[config.mk]
export PLATFORM = sky130hd
export DESIGN_NAME = delay_line_buffer
export DESIGN_NICKNAME = d
export VERILOG_FILES = /design/src/rtl/delay_line_buffer.sv
export SDC_FILE = /design/constraint.sdc
export NUM_CORES = 1
export LEC_CHECK = 0
export BUFFER_PORTS_ARGS = -buffer_cell sky130_fd_sc_hd__buf_2
export CAP_MARGIN = 15
export CORE_MARGIN = 5
export CORE_UTILIZATION = 30
export CTS_CLUSTER_DIAMETER = 40
export DETAILED_ROUTE_END_ITERATION = 8
export GPL_TIMING_DRIVEN = 1
export PLACE_DENSITY = 0.47
export SYNTH_ARGS = -nofsm -noshare
export SYNTH_HDL_FRONTEND = slang
export SYNTH_SLANG_ARGS = --single-unit
[constraint.sdc]
create_clock -name clk -period 6.28 [get_ports clk]
set_input_delay 0.314 -clock clk [delete_from_list [all_inputs] [get_ports clk]]
set_output_delay 0.314 -clock clk [all_outputs]
set_load 0.005 [all_outputs]
[src/rtl/delay_line_buffer.sv]
// Multi-channel circular delay line: per-channel sample storage sharing one write pointer,
// with registered age-addressed reads, range checking and an output gate.
module delay_line_buffer #(
  parameter int unsigned DATA_WIDTH    = 16,
  parameter int unsigned DEPTH         = 16,
  parameter int unsigned CHANNELS      = 2,
  parameter int unsigned ADDRESS_WIDTH = $clog2(DEPTH),
  parameter int unsigned CH_WIDTH      = (CHANNELS > 1) ? $clog2(CHANNELS) : 1
) (
  input  logic                     clk,
  input  logic                     rst_n,
  input  logic                     operational_clock,
  input  logic                     clear,
  input  logic                     write,
  input  logic [CH_WIDTH-1:0]      wr_channel,
  input  logic [DATA_WIDTH-1:0]    data_in,
  input  logic                     advance,
  input  logic                     read,
  input  logic [CH_WIDTH-1:0]      rd_channel,
  input  logic [ADDRESS_WIDTH-1:0] rd_delay,
  input  logic                     output_enable,
  output logic [DATA_WIDTH-1:0]    data_out,
  output logic                     rd_valid,
  output logic                     rd_error,
  output logic [ADDRESS_WIDTH:0]   fill_level,
  output logic [ADDRESS_WIDTH-1:0] wr_ptr
);

  localparam int unsigned ChSlots = 2 ** CH_WIDTH;
  localparam logic [ADDRESS_WIDTH:0] FillMax = (ADDRESS_WIDTH + 1)'(DEPTH);

  logic [DATA_WIDTH-1:0] mem_q [CHANNELS][DEPTH];

  logic [ADDRESS_WIDTH-1:0] wr_ptr_q, wr_ptr_d;
  logic [ADDRESS_WIDTH:0]   fill_q, fill_d;
  logic [DATA_WIDTH-1:0]    sample_q, sample_d;
  logic                     rd_valid_q, rd_valid_d;
  logic                     rd_error_q, rd_error_d;

  // Channel-select codes that map onto real storage.
  logic [ChSlots-1:0] ch_ok;
  for (genvar g = 0; g < ChSlots; g++) begin : g_ch_ok
    assign ch_ok[g] = (g < CHANNELS);
  end

  logic                     wr_en;
  logic                     rd_err;
  logic [CH_WIDTH-1:0]      rd_ch_idx;
  logic [ADDRESS_WIDTH-1:0] rd_addr;

  assign wr_en     = operational_clock & ~clear & write & ch_ok[wr_channel];
  // Age 0 is the slot just behind the write pointer, i.e. the last committed frame.
  assign rd_addr   = wr_ptr_q - ADDRESS_WIDTH'(1) - rd_delay;
  assign rd_err    = ({1'b0, rd_delay} >= fill_q) || !ch_ok[rd_channel];
  assign rd_ch_idx = ch_ok[rd_channel] ? rd_channel : '0;

  always_comb begin
    wr_ptr_d   = wr_ptr_q;
    fill_d     = fill_q;
    sample_d   = sample_q;
    rd_error_d = rd_error_q;
    rd_valid_d = 1'b0;
    if (operational_clock && clear) begin
      wr_ptr_d = '0;
      fill_d   = '0;
    end else if (operational_clock) begin
      if (advance) begin
        wr_ptr_d = wr_ptr_q + 1'b1;
        if (fill_q != FillMax) fill_d = fill_q + 1'b1;
      end
      if (read) begin
        rd_valid_d = 1'b1;
        rd_error_d = rd_err;
        sample_d   = rd_err ? '0 : mem_q[rd_ch_idx][rd_addr];
      end
    end
  end

  always_ff @(posedge clk or negedge rst_n) begin
    if (!rst_n) begin
      wr_ptr_q   <= '0;
      fill_q     <= '0;
      sample_q   <= '0;
      rd_valid_q <= 1'b0;
      rd_error_q <= 1'b0;
    end else begin
      wr_ptr_q   <= wr_ptr_d;
      fill_q     <= fill_d;
      sample_q   <= sample_d;
      rd_valid_q <= rd_valid_d;
      rd_error_q <= rd_error_d;
    end
  end

  // Storage is not reset; a same-cycle read sees the pre-write contents.
  always_ff @(posedge clk) begin
    if (wr_en) mem_q[wr_channel][wr_ptr_q] <= data_in;
  end

  assign data_out   = output_enable ? sample_q : '0;
  assign rd_valid   = rd_valid_q;
  assign rd_error   = rd_error_q;
  assign fill_level = fill_q;
  assign wr_ptr     = wr_ptr_q;

endmodule

After elaboration in Yosys (flattened, before gate mapping):

Memories as Yosys holds them, arrays and structs flattened.
Cells that the tools add are included.

* add/subtract/negate cells: 4
* magnitude comparators: 6
* eq/ne operators: 1
* multiplexer cells: 22
* bitwise logic cells: 7
* reduce and logical (&&, ||, !) cells: 10

Operators with widths (count)
* $mux 256: 1
* $mux 16: 5
* $bmux 16 s4: 1
* $demux 16 s4: 1
* $mux 5: 4
* $mux 4: 3
* $ge 5x5->1 const B: 2
* $not 4->5: 2
* $mux 1: 7
* $reduce_and 3->1: 2
* $reduce_bool 2->1: 3
* $add 5x1->5 const B: 1
* $ge 4x5->1: 1
* $lt 5x1->1 const B: 1
* $ne 5x5->1 const B: 1
* $add 4x1->4 const B: 1
* $lt 1x2->1 const B: 2
* $sub 4x1->4 const B: 1
* $sub 4x4->4: 1
* $and 1x1->1: 3
* $logic_and 1x1->1: 2
* $not 1->1: 2
* $reduce_and 2->1: 1
* $logic_not 1->1: 1
* $logic_or 1x1->1: 1

* flip-flop bits (word level): 27
* RAM bits: 512
* input port bits: 30
* output and inout bits: 27
* word-level logic and storage cells: 56
* memories kept: 1

Memory list
* mem_q: depth 2, width 256, rd ports 1, clocked after Yosys merged registers in 0, wr ports 1, RTL line 32 `logic [DATA_WIDTH-1:0] mem_q [CHANNELS][DEPTH];`

Longest topological paths before layout:

Gate-level depths: netlist (run 1).
An unclocked memory read counts as a cell.

* depth in word-level cells: 8
* mapped depth: 11
* mapped depth without buffers: 8

Worst setup path before layout (run 1):

No wires, ideal clock.

* path kind: reg-to-reg
* start: register wr_ptr_q[0] (netlist: wr_ptr[0])
* end: register sample_q[10]
* setup time: 0.138 ns
* data arrival time: 2.380 ns
* data required time: 6.142 ns
* slack: 3.762 ns
* cell stages (with the launch flop): 10
* buffers on the path: 2
* clock period less this slack: 2.518 ns
* cell sequence: dfrtp_1 > ha_1 > inv_1 > fa_1 > buf_2 > buf_2 > mux4_2 > mux2_2 > a21oi_1 > o211ai_1

* word-level cells in the longest chain between the ends: 7

Ends and longest elaborated chain
* start, declared: RTL line 34 `logic [ADDRESS_WIDTH-1:0] wr_ptr_q, wr_ptr_d;`
* start signal, assigned: RTL line 87 `wr_ptr_q <= wr_ptr_d;`
* $sub 4x1->4: RTL line 53 `assign rd_addr = wr_ptr_q - ADDRESS_WIDTH'(1) - rd_delay;`
* $sub 4x4->4: RTL line 53
* $not 4->5 (implied by the code): RTL line 74 `sample_d = rd_err ? '0 : mem_q[rd_ch_idx][rd_addr];`
* $bmux 16 s4: RTL line 74
* $mux 16 (implied by the code) (2 in a row): RTL line 74
* $mux 16: RTL line 74
* end signal, assigned: RTL line 89 `sample_q <= sample_d;`
* end, declared: RTL line 36 `logic [DATA_WIDTH-1:0] sample_q, sample_d;`

No other way between the ends. The select of a mux whose other input is x is not followed.
A chain may end at the register's enable or synchronous reset.

Worst setup path in the final report (run 1):

* start: register wr_ptr_q[0] (netlist: wr_ptr[0])
* end: register sample_q[5]

Same word-level chain as after synthesis.

==> results of run 1 <==
## power breakdown
group          leakage (nW)  internal, W  switching, W
logic                  1.93     0.000348      0.000510
registers              4.96      0.00399     0.0000480
clock network          1.38      0.00289       0.00175
total                  8.27      0.00723       0.00231
## worst max-delay path: stages, from the launching register on
cell	delay, ns
dfrtp_1	0.50
ha_4	0.18
inv_1	0.05
fa_4	1.18
buf_4	0.53
mux4_2	0.36
mux2_2	0.27
a21oi_1	0.32
o211ai_1	0.12
## per-layer routing
layer	up-vias	track usage [%]
met5	-	0
met4	0	3.68
met3	82	3.45
met2	290	21.6
met1	5570	20.6
li1	4454	-
## worst max path at each step
| stage | from | endpoint | slack (ns) | cells after the start |
|---|---|---|---|---|
| 2_1_floorplan | wr_ptr[0] | sample_q[10] | 3.76 | 9 |
| 3_3_place_gp | rd_delay[0] | sample_q[5] | 2.56 | 10 |
| 3_5_place_dp | rd_delay[0] | sample_q[5] | 2.53 | 10 |
| 4_1_cts | wr_ptr[0] | sample_q[5] | 2.55 | 8 |
| 5_1_grt | wr_ptr[0] | sample_q[5] | 2.45 | 8 |
| 6_report | wr_ptr[0] | sample_q[5] | 2.61 | 8 |
## synthesized netlist by cell type (2+ instances only)
library cell	count
buf_4	6
mux2i_1	15
nor3_1	2
buf_2	13
clkbuf_1	24
buf_1	2
nand3b_1	4
buf_6	5
and2_1	16
o211ai_1	16
nand3_1	25
a21oi_1	23
o21ai_0	9
ha_1	13
nand2_1	10
a32oi_1	16
mux2_2	47
inv_1	14
dfrtp_1	27
o22ai_1	2
nor2_1	54
mux4_2	129
edfxtp_1	512
## kinds of logic (layout without fill, tap and decap cells)
family	Yosys count	in the layout	synth area share [%]
flops	539	539	75.5
mux	191	191	16.9
simple gates	117	117	2.59
compound gates	76	76	2.53
buf+inv	64	256	1.49
fa+ha+maj	14	14	0.859
xor+xnor	3	3	0.159
## state kept, by name, summed over array words and instances, names as in the netlist
signal / cells
fill_level: 5
mem_q: 512
rd_error: 1
rd_valid: 1
sample_q: 16
wr_ptr: 4
## cell type report
class / count / area share (%)
Inverter: 14 / 0.205
Sequential cell: 539 / 62.6
Clock buffer: 101 / 9.02
Clock inverter: 60 / 2.22
Tap cell: 940 / 4.59
Multi-Input combinational cell: 401 / 19.4
Timing Repair Buffer: 81 / 1.97
## metrics by stage
stage | power (W) | instance area [um^2]
after detailed placement | 0.00498 | 22700
final | 0.00954 | 25600
after floorplan | 0.00460 | 21300
after global routing | 0.00988 | 25600
after CTS | 0.00967 | 25600
after global placement | 0.00498 | 22700
## repair_timing
item	CTS	global route
hold buffers	1	0
hold endpoints to repair	27	0
setup buffers	0	0
==> results by group, run 1 <==
Outcome
  – Status: finished clean

Timing
  – Crit share post-route: 58.4%
  – Slew Limit Headroom: 18.4%
  – Final Max Tran Viols: 0
  – Final setup violation count: 0
  – Slew @ Worst Pin: 1.22 ns
  – Slack of the critical path: 2.61 ns
  – Final hold vios: 0
  – Max Clock Freq: 273 MHz
  – WHS: 0.0455 ns
  – Setup tns final: 0 ns
  – Unrepaired setup endpoints after global routing: no
  – Final min period: 3.67 ns
  – Final Skew: 0.0207 ns

Synthesis
  – Post-Synthesis Cell Area: 21300 um^2
  – Synth cell types: 43
  – Yosys top cell area share: 72.3%
  – Seq/Total Area, Yosys: 75.5%
  – Fraction of registers with async set/reset: 5.01%
  – Area leader, netlist: edfxtp_1
  – Top_reg_cell synth: edfxtp_1
  – Number of synthesized flops with an enable pin: 512
  – Synthesized Nets: 1048
  – Largest cells by area after synthesis: edfxtp_1 (72%), mux4_2 (14%), dfrtp_1 (3.2%)
  – Syn avg cell area: 21.2 um^2
  – Synth Register Bits: 539
  – Post-Syn Instances: 1004
  – Yosys warns: 0

Hold path
  – Min-delay worst type: in -> reg
  – Hold path cells: 2
  – Worst hold path startpoint: operational_clock
  – Hold endpoint: fill_level[0]

Final layout
  – Layout net count: 1170
  – FF+latch area: 16100 um^2
  – Fillers: 6549
  – Commonest non-fill, non-tap cell in the layout: edfxtp_1
  – Antenna diodes: 0
  – Share of cells above drive strength 1: 36.0%
  – Syn-to-layout area delta: 20.7%
  – Final non-filler cell total: 2136
  – Core Util, Final: 36.6%
  – Area of the multi-input gates: 4980 um^2
  – Most frequent cells in the layout: edfxtp_1 (512), mux4_2 (129), clkbuf_16 (90)

Clocking
  – Clock Tree Buf Depth: 3
  – CTS Sinks: 539
  – Post-CTS sizing: 0
  – CTS root buf: clkbuf_16
  – TritonCTS clock tree: built
  – Number of buffers created by CTS: 89
  – H-tree depth: 3
  – Insertion delay to the later sink of the worst-skew pair: 0.62 ns
  – Clock transition at the registers of the reported paths: 0.06 ns

Critical path
  – Crit path kind: reg -> reg
  – Crit start category: register
  – RR Endpoint: sample_q[5]
  – RR Startpoint: wr_ptr[0]
  – CP arrival: 4.14 ns
  – Worst endpoint required time: 6.76 ns
  – Register-to-Register Path Depth: 8
  – CP endpoint kind: register
  – Critical path peak fanout: 40
  – Flop2flop setup slack: 2.61 ns

Detailed routing
  – Drt drc: 0
  – Routed Antenna Nets: 0
  – First-pass DRT Iterations: 5
  – M1 wire length: 25.4 mm
  – Via count: 10400
  – Vias per inst: 4.87
  – Initial DRC Count: 989
  – Met2 wire len: 25.4 mm
  – DR WL met3: 3.09 mm
  – Highest routed layer: met4
  – WL final: 54.9 mm
  – Routed wire per std cell: 25.7 um

Placement
  – Detailed Place HPWL: 31.8 mm
  – Place WS: 2.53 ns
  – Count of input and output buffers: 56
  – Placed insts: 1973
  – Routability cong.: 0.775

Global route
  – Total grt overflow: 0
  – Largest net degree at the start of global routing: 69
  – Initial antenna violation count: 1
  – First-pass GRT wire length: 79.8 mm
  – Total GRT Usage: 14.2%
  – Vias in the first global route: 10700

Power
  – Peak VDD IR: 0.000184 V
  – P per Cell Area: 372 nW/um^2
  – Static leakage: 8.27 nW

Die
  – Num rows: 97
  – Core area: 70100 um^2
  – Die W: 276 um
  – Initial core utilization: 30.3%
  – Die height: 276 um
  – Die area: 76300 um^2
  – I/O Pins: 57

Run
  – Max Cap Violations: 0
No activity file was read; power rests on OpenSTA's default activity.
==> run 2, diff against run 1 <==
ABC_AREA = 1   (was not set)
PLACE_DENSITY = 0.49   (was 0.47)
clock period = 3.05 ns   (was 6.28 ns; I/O delays follow)
==> results by group, run 2 <==
Synthesis
  – Syn avg cell area: 11.7 um^2
  – Synth Register Bits: 539
  – Largest cells by area after synthesis: edfxtp_1 (70%), nand2_1 (11%), nand3_1 (11%)
  – Yosys warns: 0
  – Top_reg_cell synth: edfxtp_1
  – Synth cell types: 23
  – Post-Syn Instances: 1887
  – Post-Synthesis Cell Area: 22000 um^2
  – Commonest cells post-synth: nand2_1 (645), edfxtp_1 (512), nand3_1 (472)
  – Fraction of registers with async set/reset: 5.01%
  – Top-count cell post-synth: nand2_1
  – Number of synthesized flops with an enable pin: 512
  – Area leader, netlist: edfxtp_1
  – Yosys top cell area share: 69.8%
  – Synthesized Nets: 1931
  – Seq/Total Area, Yosys: 72.9%

Placement
  – Place WS: 0.386 ns
  – Detailed Place HPWL: 37.3 mm
  – Routability cong.: 0.849
  – Count of input and output buffers: 56

Global route
  – Total GRT Usage: 16.5%
  – Total grt overflow: 0
  – Initial antenna violation count: 2
  – Vias in the first global route: 14500
  – Largest net degree at the start of global routing: 129
  – First-pass GRT wire length: 98.0 mm

Critical path
  – CP arrival: 3.21 ns
  – Crit path kind: reg -> reg
  – Worst Path Buf+Inv: 2
  – Slowest CP cell: fa_2
  – CP peak stage delay: 0.56 ns
  – Crit-path cells: ha_4 > inv_1 > fa_2 > buf_4 > nand3_1 > nand3_1 > nand2_1 > nand2_1 > nand3_1 > nand2_1
  – Delay-heaviest family, CP: simple AND/OR/NAND/NOR gates
  – CP endpoint kind: register
  – Crit start category: register
  – Critical path peak fanout: 43
  – Worst endpoint required time: 3.60 ns

Detailed routing
  – Initial DRC Count: 1535
  – Routed wire per std cell: 21.9 um
  – Vias per inst: 4.97
  – Routed Antenna Nets: 0
  – Via count: 15000
  – WL final: 65.8 mm
  – First-pass DRT Iterations: 5
  – Drt drc: 0

Clocking
  – CTS Sinks: 539
  – Clock transition at the registers of the reported paths: 0.06 ns
  – H-tree depth: 3
  – TritonCTS clock tree: built
  – Clock Tree Buf Depth: 3
  – Number of buffers created by CTS: 85
  – CTS root buf: clkbuf_16
  – Insertion delay to the later sink of the worst-skew pair: 0.60 ns

Final layout
  – Share of cells above drive strength 1: 14.6%
  – Most frequent cells in the layout: nand2_1 (645), edfxtp_1 (512), nand3_1 (472)
  – Max reg flops: 512
  – Top reg by flops: mem_q
  – Core Util, Final: 36.8%
  – Fillers: 7080
  – Syn-to-layout area delta: 21.8%
  – Commonest non-fill, non-tap cell in the layout: nand2_1
  – Antenna diodes: 0
  – Layout net count: 2025

Outcome
  – Status: finished clean

Die
  – Initial core utilization: 30.2%
  – Die W: 281 um
  – Num rows: 99
  – I/O Pins: 57
  – Die area: 79000 um^2
  – Core area: 72800 um^2
  – Die height: 281 um

Timing
  – Slew @ Worst Pin: 0.891 ns
  – Max Clock Freq: 375 MHz
  – Final setup violation count: 0
  – Final min period: 2.66 ns
  – WHS: 0.0546 ns
  – Setup tns final: 0 ns
  – Final hold vios: 0
  – Slew Limit Headroom: 40.6%
  – Crit share post-route: 87.4%
  – Final Max Tran Viols: 0
  – Unrepaired setup endpoints after global routing: no
  – Final Skew: 0.0164 ns
  – Slack of the critical path: 0.385 ns

Hold path
  – Min-delay worst type: in -> reg

Run
  – Max Cap Violations: 0

Power
  – Total chip power: 0.0211 W
  – P per Cell Area: 788 nW/um^2
  – Static leakage: 9.94 nW
  – Peak VDD IR: 0.000669 V
-- run 2: cell count changes after synthesis, moves of 17 or more --
| cell | delta |
|---|---|
| inv_1 | +26 |
| mux2_2 | -47 |
| buf_2 | +39 |
| clkbuf_1 | +19 |
| nor2_1 | -53 |
| a21oi_1 | -17 |
| nor3_1 | +32 |
| nand3_1 | +447 |
| nand2_1 | +635 |
| mux4_2 | -129 |
-- run 2: repair_timing --
item                                   CTS  global route
hold buffers                             6             0
resized for setup                        0             0
buffers inserted                         0             0
endpoints found under the hold margin   31             0
-- run 2: stage by stage --
stage / std cells / cell area (um^2)
detailed placement: 2847 / 23800
finish: 3010 / 26800
global placement: 2847 / 23800
floorplan: 1887 / 22000
global route: 3010 / 26800
CTS: 3010 / 26800
-- run 2: layer usage --
layer / GRT usage (%) / up-vias / part of all wire, %
met5: 0 / - / 0.020
met4: 5.59 / 2 / 3.1
met3: 2.79 / 93 / 6.5
met2: 24.6 / 525 / 44
met1: 24.5 / 7479 / 46
li1: - / 6854 / -
-- run 2: logic make-up (layout without fill, tap and decap cells) --
family                   after synthesis  after routing  share of synthesized area, %
adder cells (fa/ha/maj)               14             14                         0.829
buffers and inverters                155            319                          2.99
AND/OR/NAND/NOR                     1159           1159                          22.7
AO/OA/AOI/OAI                         16             16                         0.364
XOR/XNOR                               4              4                         0.227
flip-flops                           539            539                          72.9
-- run 2: layout make-up --
| cell class | instances | area [um^2] | share of cell area (%) |
|---|---|---|---|
| Clock buffer | 96 | 2230 | 8.31 |
| Clock inverter | 61 | 772 | 2.88 |
| Inverter | 42 | 168 | 0.625 |
| Multi-Input combinational cell | 1193 | 5520 | 20.6 |
| Sequential cell | 539 | 16100 | 59.8 |
| Tap cell | 959 | 1200 | 4.47 |
| Timing Repair Buffer | 120 | 897 | 3.34 |
-- run 2: final timing paths --
kind | startpoint | to | slack [ns] | cells after the start
setup / recovery | wr_ptr[0] | sample_q[1] | 0.39 | 10
hold / removal | operational_clock | wr_ptr[1] | 0.05 | 5
setup reg to reg | wr_ptr[0] | sample_q[1] | 0.39 | 10
hold reg to reg | sample_q[12] | sample_q[12] | 0.52 | 2
max in group asynchronous | rst_n | sample_q[3] | 2.36 | 2
min in group asynchronous | rst_n | rd_valid | 0.16 | 2
-- run 2: power by group --
group          internal [W]  switching (W)  total (W)
clock               0.00652        0.00359     0.0101
combinational      0.000725        0.00190    0.00263
sequential          0.00823       0.000175    0.00841
-- run 2: worst register-to-register path, stage by stage (launching register included) --
cell and delay (ns):
dfrtp_1 0.48, ha_4 0.18, inv_1 0.05, fa_2 0.56
buf_4 0.51, nand3_1 0.18, nand3_1 0.26, nand2_1 0.16
nand2_1 0.09, nand3_1 0.08, nand2_1 0.07
==> run 3, diff against run 2 <==
ABC_AREA = 0   (was 1)
MAX_ROUTING_LAYER = met4   (was not set)
==> results by group, run 3 (synthesis results as in run 1) <==
Outcome
  – Status: finished clean

Global route
  – Vias in the first global route: 11000
  – Total GRT Usage: 14.4%
  – Initial antenna violation count: 1
  – Largest net degree at the start of global routing: 43
  – First-pass GRT wire length: 78.8 mm
  – Total grt overflow: 0

Die
  – Core area: 70100 um^2
  – Die height: 276 um
  – Initial core utilization: 30.3%
  – Die W: 276 um
  – Die area: 76300 um^2
  – I/O Pins: 57
  – Num rows: 97

Final layout
  – Layout net count: 1216
  – Max reg flops: 512
  – FF+latch area: 16100 um^2
  – Final non-filler cell total: 2184
  – Area of the multi-input gates: 4980 um^2
  – Top reg by flops: mem_q
  – Syn-to-layout area delta: 22.8%
  – Share of cells above drive strength 1: 38.1%
  – Most frequent cells in the layout: edfxtp_1 (512), mux4_2 (129), clkbuf_16 (83)
  – Fillers: 6516
  – Commonest non-fill, non-tap cell in the layout: edfxtp_1

Timing
  – Final hold vios: 0
  – Final Max Tran Viols: 0
  – Final setup violation count: 0
  – Setup tns final: 0 ns
  – Final Skew: 0.0207 ns
  – Slew Limit Headroom: 48.7%
  – Max Clock Freq: 348 MHz
  – Crit share post-route: 94.1%
  – Unrepaired setup endpoints after global routing: no
  – Slew @ Worst Pin: 0.769 ns
  – Final min period: 2.87 ns

Power
  – Gate power share: 9.6%
  – P per Cell Area: 746 nW/um^2
  – Register share of total power: 42.6%
  – Static leakage: 8.53 nW
  – Internal power: 0.0147 W
  – Net Sw Frac: 24.3%
  – Peak VDD IR: 0.000390 V
  – Clock power frac: 47.9%
  – Switching pwr: 0.00474 W
  – Total chip power: 0.0195 W

Placement
  – Detailed Place HPWL: 32.3 mm
  – Count of input and output buffers: 56
  – Routability cong.: 0.785
  – Placed insts: 2022

Detailed routing
  – M1 wire length: 24.3 mm
  – Routed Antenna Nets: 0
  – Met2 wire len: 25.0 mm
  – First-pass DRT Iterations: 5
  – DR WL met3: 3.24 mm
  – Vias per inst: 4.82
  – Via count: 10500
  – WL final: 53.7 mm
  – Initial DRC Count: 867
  – Routed wire per std cell: 24.6 um
  – Highest routed layer: met4
  – Drt drc: 0

Critical path
  – Critical path peak fanout: 19
  – CP arrival: 3.36 ns
  – Worst endpoint required time: 3.54 ns
  – Crit start category: register
  – CP endpoint kind: register
  – Register-to-Register Path Depth: 9
  – Flop2flop setup slack: 0.18 ns
  – RR Endpoint: sample_q[8]
  – Crit path kind: reg -> reg
  – RR Startpoint: wr_ptr[0]

Hold path
  – Min-delay worst type: in -> reg
  – Hold path cells: 4
  – Worst hold path startpoint: read
  – Hold endpoint: rd_valid

Clocking
  – Number of buffers created by CTS: 82
  – Clock Tree Buf Depth: 3
  – TritonCTS clock tree: built
  – CTS Sinks: 539
  – Setup Fix Bufs, Post-CTS: 0
  – Clock transition at the registers of the reported paths: 0.06 ns
  – Insertion delay to the later sink of the worst-skew pair: 0.62 ns
  – H-tree depth: 3
  – CTS root buf: clkbuf_16

Run
  – Max Cap Violations: 0
[run 3: timing repair]
action,4_1_cts,5_1_grt
hold buffers,5,0
endpoints found under the hold margin,36,0
gates resized for setup,0,0
[run 3: worst max-delay path: stages, from the launching register on]
cell	delay, ns
dfrtp_1	0.38
ha_4	0.14
inv_1	0.05
fa_4	0.78
buf_12	0.20
buf_4	0.21
mux4_2	0.30
mux2_2	0.27
a21oi_1	0.29
o211ai_1	0.12
[run 3: area by class of cell]
class	count	share of cell area [%]
Sequential cell	539	61.5
Multi-Input combinational cell	401	19.1
Clock buffer	89	8.04
Tap cell	940	4.51
Timing Repair Buffer	134	4.04
Clock inverter	64	2.63
Inverter	14	0.201
Antenna cell	3	0.0288
[run 3: worst max-delay path by stage]
| stage | from | to | slack (ns) | cells after the start |
|---|---|---|---|---|
| 2_1_floorplan | wr_ptr[0] | sample_q[10] | 0.53 | 9 |
| 3_3_place_gp | rd_delay[0] | sample_q[3] | 0.08 | 11 |
| 3_5_place_dp | rd_delay[0] | sample_q[3] | 0.09 | 11 |
| 4_1_cts | wr_ptr[0] | sample_q[3] | 0.14 | 9 |
| 5_1_grt | wr_ptr[0] | sample_q[8] | 0.09 | 9 |
| 6_report | wr_ptr[0] | sample_q[8] | 0.18 | 9 |
[run 3: metrics by stage]
| stage | setup WS (ns) | hold WS (ns) | utilization [%] | cell area, um^2 |
|---|---|---|---|---|
| finish | 0.180 | 0.0654 | 37.2 | 26100 |
| global route | 0.0930 | 0.0785 | 37.2 | 26100 |
| detailed placement | 0.0872 | 0.253 | 33.1 | 23200 |
| floorplan | 0.532 | -0.143 | - | 21300 |
| global placement | 0.0829 | 0.249 | 33.1 | 23200 |
| CTS | 0.136 | 0.0275 | 37.2 | 26100 |
[run 3: metal layers]
metal  up-vias  track usage, %
met5         -               -
met4         0            3.73
met3        85            3.90
met2       300            21.3
met1      5586            19.8
li1       4557               -
[run 3: power groups by stage]
stage	registers (W)	clock network (W)	logic [W]
floorplan	0.00841	0	0.00108
global placement	0.00843	0	0.00189
detailed placement	0.00843	0	0.00190
CTS	0.00828	0.00952	0.00192
global route	0.00829	0.00985	0.00201
finish	0.00829	0.00932	0.00187
